File: config.mk
export PLATFORM = sky130hd
export DESIGN_NAME = fsm_stream_sequencer_flat
export DESIGN_NICKNAME = d
export VERILOG_FILES = /design/src/rtl/fsm_stream_sequencer_if.sv /design/src/rtl/fsm_stream_sequencer.sv /design/src/flat_wrapper.sv
export SDC_FILE = /design/constraint.sdc
export NUM_CORES = 1
export LEC_CHECK = 0
export ABC_CLOCK_PERIOD_IN_PS = 2500
export BUFFER_PORTS_ARGS = -buffer_cell sky130_fd_sc_hd__buf_2
export CORE_MARGIN = 1.5
export CORE_UTILIZATION = 43
export CTS_BUF_LIST = sky130_fd_sc_hd__clkbuf_8
export CTS_CLUSTER_SIZE = 10
export DETAILED_ROUTE_END_ITERATION = 6
export PLACE_DENSITY_LB_ADDON = 0.05
export SETUP_SLACK_MARGIN = 0.4
export SYNTH_ARGS = -nofsm -noshare
export SYNTH_HDL_FRONTEND = slang
export SYNTH_SLANG_ARGS = --single-unit
File: constraint.sdc
create_clock -name clk -period 2.5 [get_ports clk]
set_input_delay 0.25 -clock clk [delete_from_list [all_inputs] [get_ports clk]]
set_output_delay 0.25 -clock clk [all_outputs]
set_load 0.05 [all_outputs]
File: src/rtl/fsm_stream_sequencer_if.sv
// ============================================================================
// Module  : fsm_stream_sequencer_if
// Brief   : Config/status bundle between a test master and the sequencer.
// Rev     : 1.0 - initial release
// ============================================================================
`default_nettype none

interface fsm_stream_sequencer_if #(
  parameter int WIDTH = 16,
  parameter int LW    = 5
);
  logic             start;
  logic             clear_first;
  logic [WIDTH-1:0] pattern;
  logic [LW-1:0]    len;
  logic             busy;
  logic             done;
  logic [LW-1:0]    match_count;

  modport master (
    output start, clear_first, pattern, len,
    input  busy, done, match_count
  );

  modport slave (
    input  start, clear_first, pattern, len,
    output busy, done, match_count
  );
endinterface

`default_nettype wire

File: src/rtl/fsm_stream_sequencer.sv
// ============================================================================
// Module  : fsm_stream_sequencer
// Brief   : Shifts a latched bit pattern MSB-first into a 1-bit-input FSM and
//           counts the cycles on which the FSM state equals TARGET.
// Rev     : 1.0 - initial release
// ============================================================================
`default_nettype none

module fsm_stream_sequencer #(
  parameter int         WIDTH      = 16,
  parameter int         LW         = 5,
  parameter logic [2:0] TARGET     = 3'b101,
  parameter int         CLR_CYCLES = 2
) (
  input  logic                         clk,
  input  logic                         n_reset,
  fsm_stream_sequencer_if.slave        cfg,
  input  logic [2:0]                   i_fsm_q,
  output logic                         o_fsm_in,
  output logic                         o_fsm_n_reset
);

  localparam int c_IDX_W = (WIDTH > 1) ? $clog2(WIDTH) : 1;
  localparam int c_CNT_W = $clog2(CLR_CYCLES + 1);

  typedef enum logic [2:0] {
    S_IDLE  = 3'd0,
    S_CLEAR = 3'd1,
    S_SHIFT = 3'd2,
    S_DRAIN = 3'd3,
    S_DONE  = 3'd4
  } state_t;

  state_t               r_state;
  state_t               w_state_next;
  logic [WIDTH-1:0]     r_pattern;
  logic [LW-1:0]        r_len;
  logic [c_IDX_W-1:0]   r_idx;
  logic [LW-1:0]        r_match_count;
  logic [c_CNT_W-1:0]   r_clr_cnt;
  logic                 r_clr_n;
  logic                 r_first;

  logic                 w_accept;
  logic                 w_busy;
  logic                 w_done;
  logic                 w_fsm_in;
  logic                 w_sample;
  logic [LW-1:0]        w_len_clamped;
  logic [c_IDX_W-1:0]   w_idx_init;

  assign w_len_clamped = (cfg.len > LW'(WIDTH)) ? LW'(WIDTH) : cfg.len;
  assign w_idx_init    = c_IDX_W'(w_len_clamped - LW'(1));

  always_ff @(posedge clk or negedge n_reset) begin
    if (!n_reset) begin
      r_state <= S_IDLE;
    end else begin
      r_state <= w_state_next;
    end
  end

  always_comb begin
    w_state_next = r_state;
    w_accept     = 1'b0;
    w_busy       = 1'b0;
    w_done       = 1'b0;
    w_fsm_in     = 1'b0;
    case (r_state)
      S_IDLE: begin
        if (cfg.start) begin
          w_accept = 1'b1;
          if (cfg.clear_first)
            w_state_next = S_CLEAR;
          else if (w_len_clamped == '0)
            w_state_next = S_DRAIN;
          else
            w_state_next = S_SHIFT;
        end
      end
      S_CLEAR: begin
        w_busy = 1'b1;
        if (r_clr_cnt == c_CNT_W'(CLR_CYCLES - 1))
          w_state_next = (r_len == '0) ? S_DRAIN : S_SHIFT;
      end
      S_SHIFT: begin
        w_busy   = 1'b1;
        w_fsm_in = r_pattern[r_idx];
        if (r_idx == '0)
          w_state_next = S_DRAIN;
      end
      S_DRAIN: begin
        w_busy       = 1'b1;
        w_state_next = S_DONE;
      end
      S_DONE: begin
        w_done       = 1'b1;
        w_state_next = S_IDLE;
      end
      default: w_state_next = S_IDLE;
    endcase
  end

  // The FSM reacts to a shifted bit one edge later, so the first SHIFT cycle
  // has nothing new to observe and DRAIN sees the response to the last bit.
  assign w_sample = ((r_state == S_SHIFT) && !r_first) ||
                    ((r_state == S_DRAIN) && (r_len != '0));

  always_ff @(posedge clk or negedge n_reset) begin
    if (!n_reset) begin
      r_pattern     <= '0;
      r_len         <= '0;
      r_idx         <= '0;
      r_match_count <= '0;
      r_clr_cnt     <= '0;
      r_clr_n       <= 1'b1;
      r_first       <= 1'b0;
    end else begin
      if (w_accept) begin
        r_pattern     <= cfg.pattern;
        r_len         <= w_len_clamped;
        r_idx         <= w_idx_init;
        r_match_count <= '0;
      end else begin
        if ((r_state == S_SHIFT) && (r_idx != '0))
          r_idx <= r_idx - c_IDX_W'(1);
        if (w_sample && (i_fsm_q == TARGET))
          r_match_count <= r_match_count + LW'(1);
      end
      r_clr_cnt <= (r_state == S_CLEAR) ? (r_clr_cnt + c_CNT_W'(1)) : '0;
      r_clr_n   <= (w_state_next != S_CLEAR);
      r_first   <= (w_state_next == S_SHIFT) && (r_state != S_SHIFT);
    end
  end

  assign o_fsm_in        = w_fsm_in;
  assign o_fsm_n_reset   = n_reset & r_clr_n;
  assign cfg.busy        = w_busy;
  assign cfg.done        = w_done;
  assign cfg.match_count = r_match_count;

endmodule

`default_nettype wire

File: src/flat_wrapper.sv
// flat-port wrapper written by rule: the top's interface ports become plain ports
module fsm_stream_sequencer_flat 
#(
  parameter int         WIDTH      = 16,
  parameter int         LW         = 5,
  parameter logic [2:0] TARGET     = 3'b101,
  parameter int         CLR_CYCLES = 2
)
  (clk, n_reset, i_fsm_q, o_fsm_in, o_fsm_n_reset, cfg_start, cfg_clear_first, cfg_pattern, cfg_len, cfg_busy, cfg_done, cfg_match_count);
  fsm_stream_sequencer_if #(.WIDTH(WIDTH), .LW(LW)) cfg_i ();
  input  logic clk;
  input  logic n_reset;
  input  logic [2:0] i_fsm_q;
  output logic o_fsm_in;
  output logic o_fsm_n_reset;
  input wire logic [$bits(cfg_i.start)-1:0] cfg_start;
  input wire logic [$bits(cfg_i.clear_first)-1:0] cfg_clear_first;
  input wire logic [$bits(cfg_i.pattern)-1:0] cfg_pattern;
  input wire logic [$bits(cfg_i.len)-1:0] cfg_len;
  output wire logic [$bits(cfg_i.busy)-1:0] cfg_busy;
  output wire logic [$bits(cfg_i.done)-1:0] cfg_done;
  output wire logic [$bits(cfg_i.match_count)-1:0] cfg_match_count;
  assign cfg_i.start = cfg_start;
  assign cfg_i.clear_first = cfg_clear_first;
  assign cfg_i.pattern = cfg_pattern;
  assign cfg_i.len = cfg_len;
  assign cfg_busy = cfg_i.busy;
  assign cfg_done = cfg_i.done;
  assign cfg_match_count = cfg_i.match_count;
  fsm_stream_sequencer #(.WIDTH(WIDTH), .LW(LW), .TARGET(TARGET), .CLR_CYCLES(CLR_CYCLES)) u_core (.clk(clk), .n_reset(n_reset), .cfg(cfg_i), .i_fsm_q(i_fsm_q), .o_fsm_in(o_fsm_in), .o_fsm_n_reset(o_fsm_n_reset));
endmodule
## Word-level counts from Yosys, hierarchy flattened

Cells that the tools add are included.
Widths: inputs -> output; s select.

| word-level totals | value |
|---|---|
| bits in registers | 37 |
| bits of input ports | 28 |
| output and inout port bits | 9 |

| operators by class | value |
|---|---|
| add/subtract/negate cells | 4 |
| magnitude comparators | 2 |
| eq/ne operators | 9 |
| multiplexer cells | 20 |
| bitwise logic cells | 1 |
| reductions and logical operators | 16 |

Operators by type and width:

| operator | count |
|---|---|
| $mux 5 | 3 |
| $mux 3 | 4 |
| $pmux 3 s4 | 1 |
| $logic_not 5->1 | 2 |
| $eq 3x2->1 const B | 3 |
| $mux 1 | 8 |
| $mux 4 | 2 |
| $sub 4x1->4 const B | 2 |
| $eq 3x3->1 const B | 2 |
| $add 5x1->5 const B | 1 |
| $gt 5x5->1 const B | 1 |
| $logic_and 1x1->1 | 5 |
| $lt 4x5->1 const B | 1 |
| $reduce_bool 5->1 | 1 |
| $bmux 1 s4 | 1 |
| $logic_not 4->1 | 1 |
| $reduce_bool 2->1 | 2 |
| $reduce_bool 4->1 | 1 |
| $eq 3x1->1 const B | 1 |
| $logic_not 3->1 | 1 |
| $ne 3x1->1 const B | 1 |
| $ne 3x2->1 const B | 1 |
| $reduce_or 3->1 | 1 |
| $add 2x1->2 const B | 1 |
| 5 further kinds | 5 |

## Longest topological paths before layout

Gate-level depths: netlist of run 1.

| depth | value |
|---|---|
| word-level depth | 9 |
| mapped depth | 9 |

## Least setup slack after synthesis of run 1

No wires, ideal clock.

| timing | value |
|---|---|
| path type | register to output |
| from | register u_core.r_state[2] |
| to | output port o_fsm_in |
| data arrival time | 1,898 ps |
| data required time | 2,250 ps |
| path slack | 352 ps |
| cell stages (with the launch flop) | 6 |
| cells stage by stage | dfrtp_1 buf_6 or3b_4 a311o_1 a2111oi_2 or4_1 |

| on the way | value |
|---|---|
| cells in the longest elaborated chain, start to end | 2 |

RTL lines:

| item | line | RTL |
|---|---|---|
| start: declaration | fsm_stream_sequencer.sv:34 | `state_t r_state;` |
| start signal: assignment | fsm_stream_sequencer.sv:59 | `r_state <= w_state_next;` |
| $eq 3x2->1 | fsm_stream_sequencer.sv:69 | `case (r_state)` |
| $mux 1 | fsm_stream_sequencer.sv:69 |  |
| end: declaration | flat_wrapper.sv:14 | `output logic o_fsm_in;` |

Every way passes these cells.

## Final worst setup path of run 1

| timing | value |
|---|---|
| from | register u_core.r_pattern[7] |
| to | output port o_fsm_in |

| on the way | value |
|---|---|
| cells in the longest elaborated chain, start to end | 3 |

RTL lines:

| item | line | RTL |
|---|---|---|
| start: declaration | fsm_stream_sequencer.sv:36 | `logic [WIDTH-1:0] r_pattern;` |
| start signal: assignment | fsm_stream_sequencer.sv:120 | `r_pattern <= cfg.pattern;` |
| $bmux 1 s4 | fsm_stream_sequencer.sv:88 | `w_fsm_in = r_pattern[r_idx];` |
| $mux 1 (implied by the code) | fsm_stream_sequencer.sv:88 |  |
| $mux 1 | fsm_stream_sequencer.sv:69 |  |

Every way passes these cells. The select of a mux whose other input is x is not followed.

==> out/results.ini, run 1 <==
[setup_path]
crit_buf_inv = 1
rr_endpoint = u_core.r_idx[2]$_DFFE_PN0P_
rr_startpoint = u_core.r_state[2]$_DFF_PN0_
cp.arrival_ns = 2.11
max_stage_delay_ns = 0.54
criticalPathCategory = reg2out
worst_setup_path_start_kind = flop
worstPathRequired_ns = 2.25
end_kind = primary output
rr_worst_depth = 8
r2r_slack_ns = 0.42
crit_path_start = u_core.r_pattern[7]$_DFFE_PN0P_
cp_slowest_cell = or4_4
path_delay_family = simple AND/OR/NAND/NOR gates
crit_chain = mux4_2 -> o21ai_2 -> a2111oi_1 -> or4_4 -> buf_6
crit_fanout = 3

[cts]
clkTransAtPathRegs_ns = 0.08
clkLatencyLatePin_ns = 0.29
cts_made_buffers = 5
cts_tree = built
h-tree-depth = 2
clockRootBuffer = clkbuf_8
cts_buffer_depth = 2
clkSinkCount = 37
ctsHoldBuffers = 0

[grt]
overflow = 0
grt_util_all_layers_pct = 19.26
grt_max_degree = 38
grt_pass1_wl_um = 7507
antenna_found_initial = 0
grt_pass1_vias = 1660

[place]
gp_congestion = 0.8020
portBuffers = 36
dp_hpwl_um = 3046
place_ws_ns = 0.2318

[detailed_routing]
drc = 0
num_vias = 1577
vias_per_cell = 5.292
first_pass_iters = 4
drtIter0Drc = 64
totalWireLength_um = 4178
drtAntennaViolNets = 0
wl_per_cell_um = 14.02

[synth]
synth_top_area_share_pct = 46.69
synth_common_cells = nand2_1, dfrtp_1, a21oi_1
synth_edf_count = 0
synth_top_area_cell = dfrtp_1
synth_cell_types = 48
netlist_top_cells_area = dfrtp_1, nand2_1, a21oi_1
synth_area_um2 = 1929
ys.warnings.count = 0
muxShareOfSynthArea_pct = 4.345
synth_top_family_by_area = simple AND/OR/NAND/NOR gates
synthesis.nets = 233
yosysSeqAreaShare_pct = 48.05
synth_compound_area_share_pct = 14.27
synthArstFlopShare_pct = 100.0
synth-simple-area-share_pct = 26.46
synthCells = 202
synthXorXnorAreaFrac_pct = 0.4540
synth.avg_cell_area_um2 = 9.551
synthFlopType = dfrtp_1
synth-seq-cells = 37
yosysMostFrequentCell = nand2_1
synth-adder-area-share_pct = 1.946

[timing]
post-route-period-util_pct = 94.27
finalSetupViolations = 0
finalWorstSetupSlack_ns = 0.1433
slew_headroom_pct = 68.61
hold_viol = 0
rsz0062_at_grt = true
max_clock_freq_mhz = 424.3
period_needed_ns = 2.357
slew_violations = 0
skew_ns = 0.009628
worst_pin_slew_ns = 0.4709
setup_tns_ns = 0

[floorplan]
floorplan.initialDensity_pct = 44.62
die_y_um = 69.99
die_w_um = 69.99
pin_count = 37
rows = 24
coreArea_um2 = 4324
dieArea_um2 = 4898

[finish]
seq_area_um2 = 928.4
diodes = 0
drive_gt1_share_pct = 28.05
finalNetCount = 276
syn2layout_area_growth_pct = 20.10
fill_cells = 420
multi_input_area_um2 = 927.1

[power_and_ir_drop]
peakVddDrop_mv = 0.5340
report.power.total_mw = 2.763
switchingPower_mw = 1.132
seq_power_share_pct = 38.1
clkPwrFrac_pct = 16.3
cell_internal_pwr_mw = 1.632
p_comb_share_pct = 45.6
leakage_nw = 1.144
p_per_area_nw_per_um2 = 1192
swShare_pct = 40.96

[min_path]
min_path_type = in2async

[flow_run]
max_cap_viol_count = 0

[outcome]
status = complete, no violations

[per-layer routing]
metal / wire length (um) / global-route usage [%] / up-vias
met5: 0 / 0 / -
met4: 35 / 6.410 / 0
met3: 189 / 5.195 / 5
met2: 2090 / 33.02 / 36
met1: 1863 / 23.46 / 738
li1: - / - / 798
[cells by family after synthesis]
family	after synthesis
adder cells (fa/ha/maj)	3
buffers and inverters	17
XOR/XNOR	1
multiplexers	7
AND/OR/NAND/NOR	99
flip-flops	37
AO/OA/AOI/OAI	38
[timing repair]
item,in CTS,in global routing
pin swaps,3,0
resized for setup,5,2
setup buffers,3,1
endpoints found under the setup margin,4,3
[how the worst max path moves through the flow]
stage / endpoint / slack [ns] / depth (start not counted)
6_report: o_fsm_in / 0.14 / 5
5_1_grt: o_fsm_in / 0.06 / 5
4_1_cts: o_fsm_in / 0.12 / 5
2_1_floorplan: u_core.r_idx[2]$_DFFE_PN0P_ / 0.41 / 9
3_5_place_dp: u_core.r_idx[2]$_DFFE_PN0P_ / 0.23 / 8
3_3_place_gp: o_fsm_in / 0.29 / 5
[area by class of cell]
type | count | share of cell area, %
clock inverters | 1 | 0.2160
multi-input cells | 148 | 40.01
repair buffers | 47 | 11.77
inverters | 6 | 0.9719
clock buffers | 7 | 4.158
flip-flops and latches | 37 | 40.06
well taps | 52 | 2.808
[power by group through the flow]
stage	sequential, mW	combinational, mW	clock (mW)
6_report	1.05	1.26	0.451
5_1_grt	1.10	1.41	0.508
4_1_cts	1.06	1.25	0.472
3_5_place_dp	1.08	1.19	0
3_3_place_gp	1.06	1.16	0
2_1_floorplan	1.02	0.943	0
[worst register-to-register path: stages, from the launching register on]
cell and delay, ns:
dfrtp_2 0.42, buf_4 0.17, or4b_4 0.62, nor2_8 0.15
a22oi_1 0.08, ha_2 0.21, nor2b_1 0.12, a22oi_1 0.07
o2bb2ai_1 0.15
[cell usage in the layout, fill, tap and decap left out, drive strengths merged, types with 4 or more instances in the layout]
cell / count
a22o: 4
clkbuf: 7
buf: 47
nor2: 11
a21oi: 13
or4: 4
mux2i: 5
o21ai: 5
dfrtp: 36
nand2: 56
inv: 6
[state kept, by name, indices dropped and copies added (netlist names)]
register and count:
u_core.r_clr_cnt 2, u_core.r_len 5, u_core.r_pattern 16, u_core.r_clr_n 1, u_core.r_state 3, u_core.r_first 1
u_core.r_idx 4, u_core.cfg.match_count 5
[per-stage QoR]
step,hold slack (ns),utilization (%),area [um^2],cells
3_3_place_gp,0.3299,50.12,2167,286
4_1_cts,0.02942,53.30,2305,297
3_5_place_dp,0.3474,50.12,2167,286
6_report,0.009774,53.59,2317,298
5_1_grt,0.05592,53.59,2317,298
2_1_floorplan,-0.04559,-,1933,202
Power figures use the tool's default switching activity.
==> inputs of run 2 (changes only) <==
--- a/config.mk
+++ b/config.mk
@@ -5,7 +5,7 @@
 export SDC_FILE = /design/constraint.sdc
 export NUM_CORES = 1
 export LEC_CHECK = 0
-export ABC_CLOCK_PERIOD_IN_PS = 2500
+export ABC_CLOCK_PERIOD_IN_PS = 2180
 export BUFFER_PORTS_ARGS = -buffer_cell sky130_fd_sc_hd__buf_2
 export CORE_MARGIN = 1.5
 export CORE_UTILIZATION = 43
==> constraint.sdc (replaced) <==
create_clock -name clk -period 2.18 [get_ports clk]
set_input_delay 0.218 -clock clk [delete_from_list [all_inputs] [get_ports clk]]
set_output_delay 0.218 -clock clk [all_outputs]
set_load 0.05 [all_outputs]
==> out/results.ini, run 2 (synthesized netlist as in run 1, its figures left out) <==
[outcome]
status = finished, violations left
violations = setup timing

[setup_path]
rr_startpoint = u_core.r_state[1]$_DFF_PN0_
cp_slowest_cell = or4_4
cpMostUsedCell = buf_6
worst_setup_path_start_kind = flop
end_kind = primary output
crit_chain = buf_6 -> mux2i_2 -> a311o_1 -> a2111oi_4 -> or4_4 -> buf_6
cp.arrival_ns = 2.16  ; +0.05 ns
max_stage_delay_ns = 0.55  ; about the same
r2r_slack_ns = 0.15  ; -0.27 ns
critPathCapture = o_fsm_in
crit_fanout = 10  ; +7
worstPathRequired_ns = 1.96  ; -0.29 ns
rr_endpoint = u_core.r_idx[2]$_DFFE_PN0P_
rr_worst_depth = 8  ; unchanged
crit_path_start = u_core.r_idx[0]$_DFFE_PN0P_
criticalPathCategory = reg2out

[min_path]
min_path_type = in2reg

[cts]
clockRootBuffer = clkbuf_8
cts_buffer_depth = 2  ; unchanged
cts_tree = built
clkTransAtPathRegs_ns = 0.07  ; about the same
cts_made_buffers = 5  ; unchanged
clkLatencyLatePin_ns = 0.29  ; about the same
h-tree-depth = 2  ; unchanged
clkSinkCount = 37  ; unchanged

[place]
place_inst = 291  ; +1.7%
portBuffers = 36  ; unchanged
gp_congestion = 0.9088  ; +13%
place_ws_ns = 0.01024  ; -0.2215 ns
placedInstanceArea_um2 = 2225  ; +2.7%
dp_hpwl_um = 2950  ; -3.1%

[timing]
post-route-period-util_pct = 109.2
skew_ns = 0.004579  ; -0.005049 ns
finalSetupViolations = 1  ; +1
worst_pin_slew_ns = 0.5393  ; +0.06843 ns
slew_headroom_pct = 63.71  ; -4.9 points
period_needed_ns = 2.382
hold_viol = 0  ; unchanged
finalWorstSetupSlack_ns = -0.2016  ; -0.3449 ns
rsz0062_at_grt = true
slew_violations = 0  ; unchanged
max_clock_freq_mhz = 419.9

[floorplan]
floorplan.initialDensity_pct = 44.62  ; unchanged
dieArea_um2 = 4898  ; unchanged
pin_count = 37  ; unchanged
rows = 24  ; unchanged
coreArea_um2 = 4324  ; unchanged
die_w_um = 69.99  ; unchanged
die_y_um = 69.99  ; unchanged

[finish]
drive_gt1_share_pct = 34.98  ; +6.9 points
syn2layout_area_growth_pct = 34.11
largest_register_ffs = 16  ; unchanged
mostFrequentLayoutCells = nand2_1, dfrtp_1, buf_2, buf_4, a21oi_1
final_cells = 315  ; +5.7%
finalNetCount = 293  ; +6.2%
stdcell_area_um2 = 2587  ; +12%
mostFrequentLayoutCell = nand2_1
top_register = u_core.r_pattern
diodes = 0  ; unchanged

[grt]
busiest_layer = met2
grt_util_all_layers_pct = 19.92  ; +0.66 points
grtUsageMet3_pct = 4.618  ; -0.58 points
grt_max_degree = 38  ; unchanged
overflow = 0  ; unchanged
met2_usage_pct = 32.91  ; -0.11 points
antenna_found_initial = 0  ; unchanged
grt_pass1_vias = 1707  ; +2.8%
grt_pass1_wl_um = 7783  ; +3.7%
use_met1_pct = 25.12  ; +1.7 points

[power_and_ir_drop]
leakage_nw = 1.268  ; +11%
p_per_area_nw_per_um2 = 1437  ; +20%
report.power.total_mw = 3.717  ; +35%
peakVddDrop_mv = 0.6349  ; +19%

[detailed_routing]
first_pass_iters = 4  ; unchanged
vias_per_cell = 5.317  ; +0.48%
drtAntennaViolNets = 0  ; unchanged
totalWireLength_um = 4646  ; +11%
num_vias = 1675  ; +6.2%
drtIter0Drc = 78  ; +22%
wl_per_cell_um = 14.75  ; +5.2%
drc = 0  ; unchanged

[flow_run]
max_cap_viol_count = 0  ; unchanged

-- run 2: final cells by class --
cell class | count | area (um^2)
inverter | 6 | 22.52
multi-input combinational | 148 | 997.2
sequential | 37 | 928.4
fill | 394 | 1737
clock buffer | 6 | 82.58
clock inverter | 2 | 33.78
tap | 52 | 65.06
timing repair buffer | 64 | 457.9
-- run 2: per-layer routing --
metal | wire, um | vias up
li1 | - | 824
met1 | 2149 | 808
met2 | 2263 | 37
met3 | 171 | 6
met4 | 61 | 0
met5 | 0 | -
-- run 2: stage by stage --
step	util, %	hold slack [ns]	setup TNS, ns
after global placement	51.45	0.3005	0
after detailed placement	51.45	0.3138	0
after floorplan	-	-0.07759	0
final	59.84	0.1145	-0.2016
after global routing	59.84	0.1022	-0.2665
after CTS	58.19	0.1088	-0.1520
-- run 2: worst min path at each step --
stage,slack [ns],to,startpoint,cells after the start
detailed placement,0.31,u_core.r_first$_DFF_PN0_,n_reset,2
global route,0.10,u_core.r_pattern[9]$_DFFE_PN0P_,cfg_pattern[9],3
floorplan,-0.08,u_core.cfg.match_count[0]$_DFFE_PN0P_,n_reset,0
global placement,0.30,u_core.r_clr_cnt[1]$_DFF_PN0_,n_reset,2
CTS,0.11,u_core.r_pattern[3]$_DFFE_PN0P_,cfg_pattern[3],3
finish,0.11,u_core.r_pattern[15]$_DFFE_PN0P_,cfg_pattern[15],3
-- run 2: critical path, delay by kind of cell, from the launching register on --
kind	cells	cell delay, ns
flops	1	0.39
buf+inv	2	0.34
simple gates	1	0.55
compound gates	2	0.36
mux	1	0.23
-- run 2: where the power goes --
part           total, mW  switching [mW]  internal (mW)
combinational       1.92            1.02          0.899
sequential          1.19           0.213          0.978
clock              0.610           0.242          0.368
-- run 2: what timing repair did --
| action | 4_1_cts | 5_1_grt |
|---|---|---|
| cloned | 1 | 0 |
| setup endpoints to repair | 4 | 8 |
| pin swaps | 5 | 2 |
| gates resized for setup | 15 | 8 |
| hold buffers | 1 | 0 |
| hold endpoints to repair | 10 | 0 |
| buffers inserted | 10 | 4 |
==> inputs of run 3 (changes only) <==
--- a/config.mk
+++ b/config.mk
@@ -8,7 +8,7 @@
 export ABC_CLOCK_PERIOD_IN_PS = 2180
 export BUFFER_PORTS_ARGS = -buffer_cell sky130_fd_sc_hd__buf_2
 export CORE_MARGIN = 1.5
-export CORE_UTILIZATION = 43
+export CORE_UTILIZATION = 57
 export CTS_BUF_LIST = sky130_fd_sc_hd__clkbuf_8
 export CTS_CLUSTER_SIZE = 10
 export DETAILED_ROUTE_END_ITERATION = 6
==> out/results.ini, run 3 (synthesized netlist as in run 1, its figures left out) <==
[setup_path]
cp.arrival_ns = 2.24  ; +0.08 ns
worstPathRequired_ns = 1.96  ; about the same
criticalPathCategory = reg2out
rr_worst_depth = 8  ; unchanged
r2r_slack_ns = 0.08  ; -0.07 ns
worst_setup_path_start_kind = flop
crit_chain = mux4_2 -> o21ai_4 -> a2111oi_4 -> or4_4 -> buf_8
cp_slowest_cell = mux4_2
rr_endpoint = u_core.r_idx[2]$_DFFE_PN0P_
rr_startpoint = u_core.r_state[2]$_DFF_PN0_
path_delay_family = multiplexers
crit_fanout = 2  ; -8
end_kind = primary output
crit_buf_inv = 1  ; -1
max_stage_delay_ns = 0.56  ; about the same

[power_and_ir_drop]
leakage_nw = 1.258  ; -0.80%
report.power.total_mw = 3.769  ; +1.4%
p_per_area_nw_per_um2 = 1452  ; +1.1%
peakVddDrop_mv = 0.7495  ; +18%

[grt]
antenna_found_initial = 0  ; unchanged
grt_max_degree = 38  ; unchanged
grt_pass1_wl_um = 8121  ; +4.3%
overflow = 0  ; unchanged
grt_pass1_vias = 1680  ; -1.6%
grt_util_all_layers_pct = 30.07  ; +10 points

[finish]
top_register = u_core.r_pattern
mostFrequentLayoutCell = nand2_1
syn2layout_area_growth_pct = 34.50
multi_input_area_um2 = 1060  ; +6.3%
mostFrequentLayoutCells = nand2_1, dfrtp_1, buf_2, buf_4, a21oi_1
drive_gt1_share_pct = 37.31  ; +2.3 points
finalNetCount = 290  ; -1.0%
diodes = 0  ; unchanged
seq_area_um2 = 927.1  ; -0.13%
largest_register_ffs = 16  ; unchanged
final_cells = 304  ; -3.5%
fill_cells = 182  ; -54%
finalCoreUtilization_pct = 82.96  ; +23 points

[cts]
clkTransAtPathRegs_ns = 0.07  ; about the same
h-tree-depth = 2  ; unchanged
clockRootBuffer = clkbuf_8
cts_tree = built
clkLatencyLatePin_ns = 0.29  ; about the same
clkSinkCount = 37  ; unchanged
cts_buffer_depth = 2  ; unchanged
cts_made_buffers = 5  ; unchanged

[floorplan]
rows = 20  ; -17%
dieArea_um2 = 3743  ; -24%
coreArea_um2 = 3128  ; -28%
die_w_um = 61.18  ; -13%
floorplan.initialDensity_pct = 61.68  ; +17 points
pin_count = 37  ; unchanged
die_y_um = 61.18  ; -13%

[min_path]
hold_depth = 3  ; unchanged
hold_end = u_core.r_pattern[12]$_DFFE_PN0P_
min_path_type = in2reg
worstHoldStart = cfg_pattern[12]

[detailed_routing]
drc = 0  ; unchanged
num_vias = 1807  ; +7.9%
wl_per_cell_um = 18.17  ; +23%
drtIter0Drc = 147  ; +88%
first_pass_iters = 4  ; unchanged
vias_per_cell = 5.944  ; +12%
drtAntennaViolNets = 0  ; unchanged
totalWireLength_um = 5525  ; +19%

[timing]
finalSetupViolations = 1  ; unchanged
rsz0062_at_grt = true
hold_ws_ns = 0.1053  ; -0.009283 ns
setup_tns_ns = -0.2749  ; -0.07326 ns
post-route-period-util_pct = 112.6  ; +3.4 points
period_needed_ns = 2.455  ; +0.07326 ns
slew_headroom_pct = 67.96  ; +4.3 points
hold_viol = 0  ; unchanged
slew_violations = 0  ; unchanged
max_clock_freq_mhz = 407.4  ; -3.0%
skew_ns = 0.006506  ; +0.001927 ns
finalWorstSetupSlack_ns = -0.2749  ; -0.07326 ns
worst_pin_slew_ns = 0.4769  ; -0.06249 ns

[place]
portBuffers = 36  ; unchanged
place_inst = 283  ; -2.7%
dp_hpwl_um = 2991  ; +1.4%
gp_congestion = 0.8962  ; -1.4%

[flow_run]
max_cap_viol_count = 0  ; unchanged

[outcome]
status = finished, violations left
violations = setup timing

[run 3: changes by cell type in the layout (fill, tap and decap cells not counted), moves of 2 or more]
| cell | before | now |
|---|---|---|
| buf_6 | 4 | 8 |
| clkinv_2 | 0 | 2 |
| nand2_2 | 0 | 3 |
| nand2_1 | 56 | 53 |
| buf_4 | 22 | 14 |
[run 3: layer usage]
layer	global-route usage (%)	share of wire, %	vias to the layer above
li1	-	-	820
met1	36.61	39	849
met2	51.98	50	112
met3	5.042	6.6	26
met4	13.98	4.7	0
met5	0	0	-
[run 3: worst max path at each step]
stage,from,end,cells after the start
final,u_core.r_idx[0]$_DFFE_PN0P_,o_fsm_in,5
after global routing,u_core.r_state[0]$_DFF_PN0_,o_fsm_in,6
after CTS,u_core.r_idx[0]$_DFFE_PN0P_,o_fsm_in,5
after detailed placement,u_core.r_state[1]$_DFF_PN0_,u_core.r_idx[2]$_DFFE_PN0P_,8
after global placement,u_core.r_state[0]$_DFF_PN0_,o_fsm_in,5
after floorplan,u_core.r_state[1]$_DFF_PN0_,u_core.r_idx[2]$_DFFE_PN0P_,9
[run 3: report_power, final]
group / internal [mW] / switching [mW]
registers: 0.976 / 0.249
clock network: 0.217 / 0.247
logic: 0.925 / 1.16
total: 2.12 / 1.65
[run 3: area by class of cell]
class | instances | share of cell area (%)
multi-input cells | 148 | 40.84
flip-flops and latches | 37 | 35.73
repair buffers | 61 | 17.26
clock buffers | 5 | 2.652
well taps | 44 | 2.122
inverters | 6 | 0.8679
clock inverters | 3 | 0.5304
[run 3: worst register-to-register path, stage by stage, from the launching register on]
cell	delay (ns)
dfrtp_1	0.41
buf_6	0.14
or4b_4	0.57
buf_12	0.16
a22oi_2	0.26
ha_4	0.21
nor2b_4	0.05
a22oi_2	0.12
o2bb2ai_1	0.07
[run 3: through the flow]
step | worst slack, ns | instance area (um^2)
global placement | 0.1107 | 2215
detailed placement | -0.002250 | 2215
global route | -0.3168 | 2595
CTS | -0.1604 | 2466
floorplan | 0.2156 | 1951
finish | -0.2749 | 2595
[run 3: timing repair]
action,in CTS,in global routing
hold buffers,1,0
gates resized for setup,17,20
pin swaps,8,7
cloned,1,0
endpoints found under the setup margin,4,19
buffers inserted,8,3
endpoints found under the hold margin,36,0
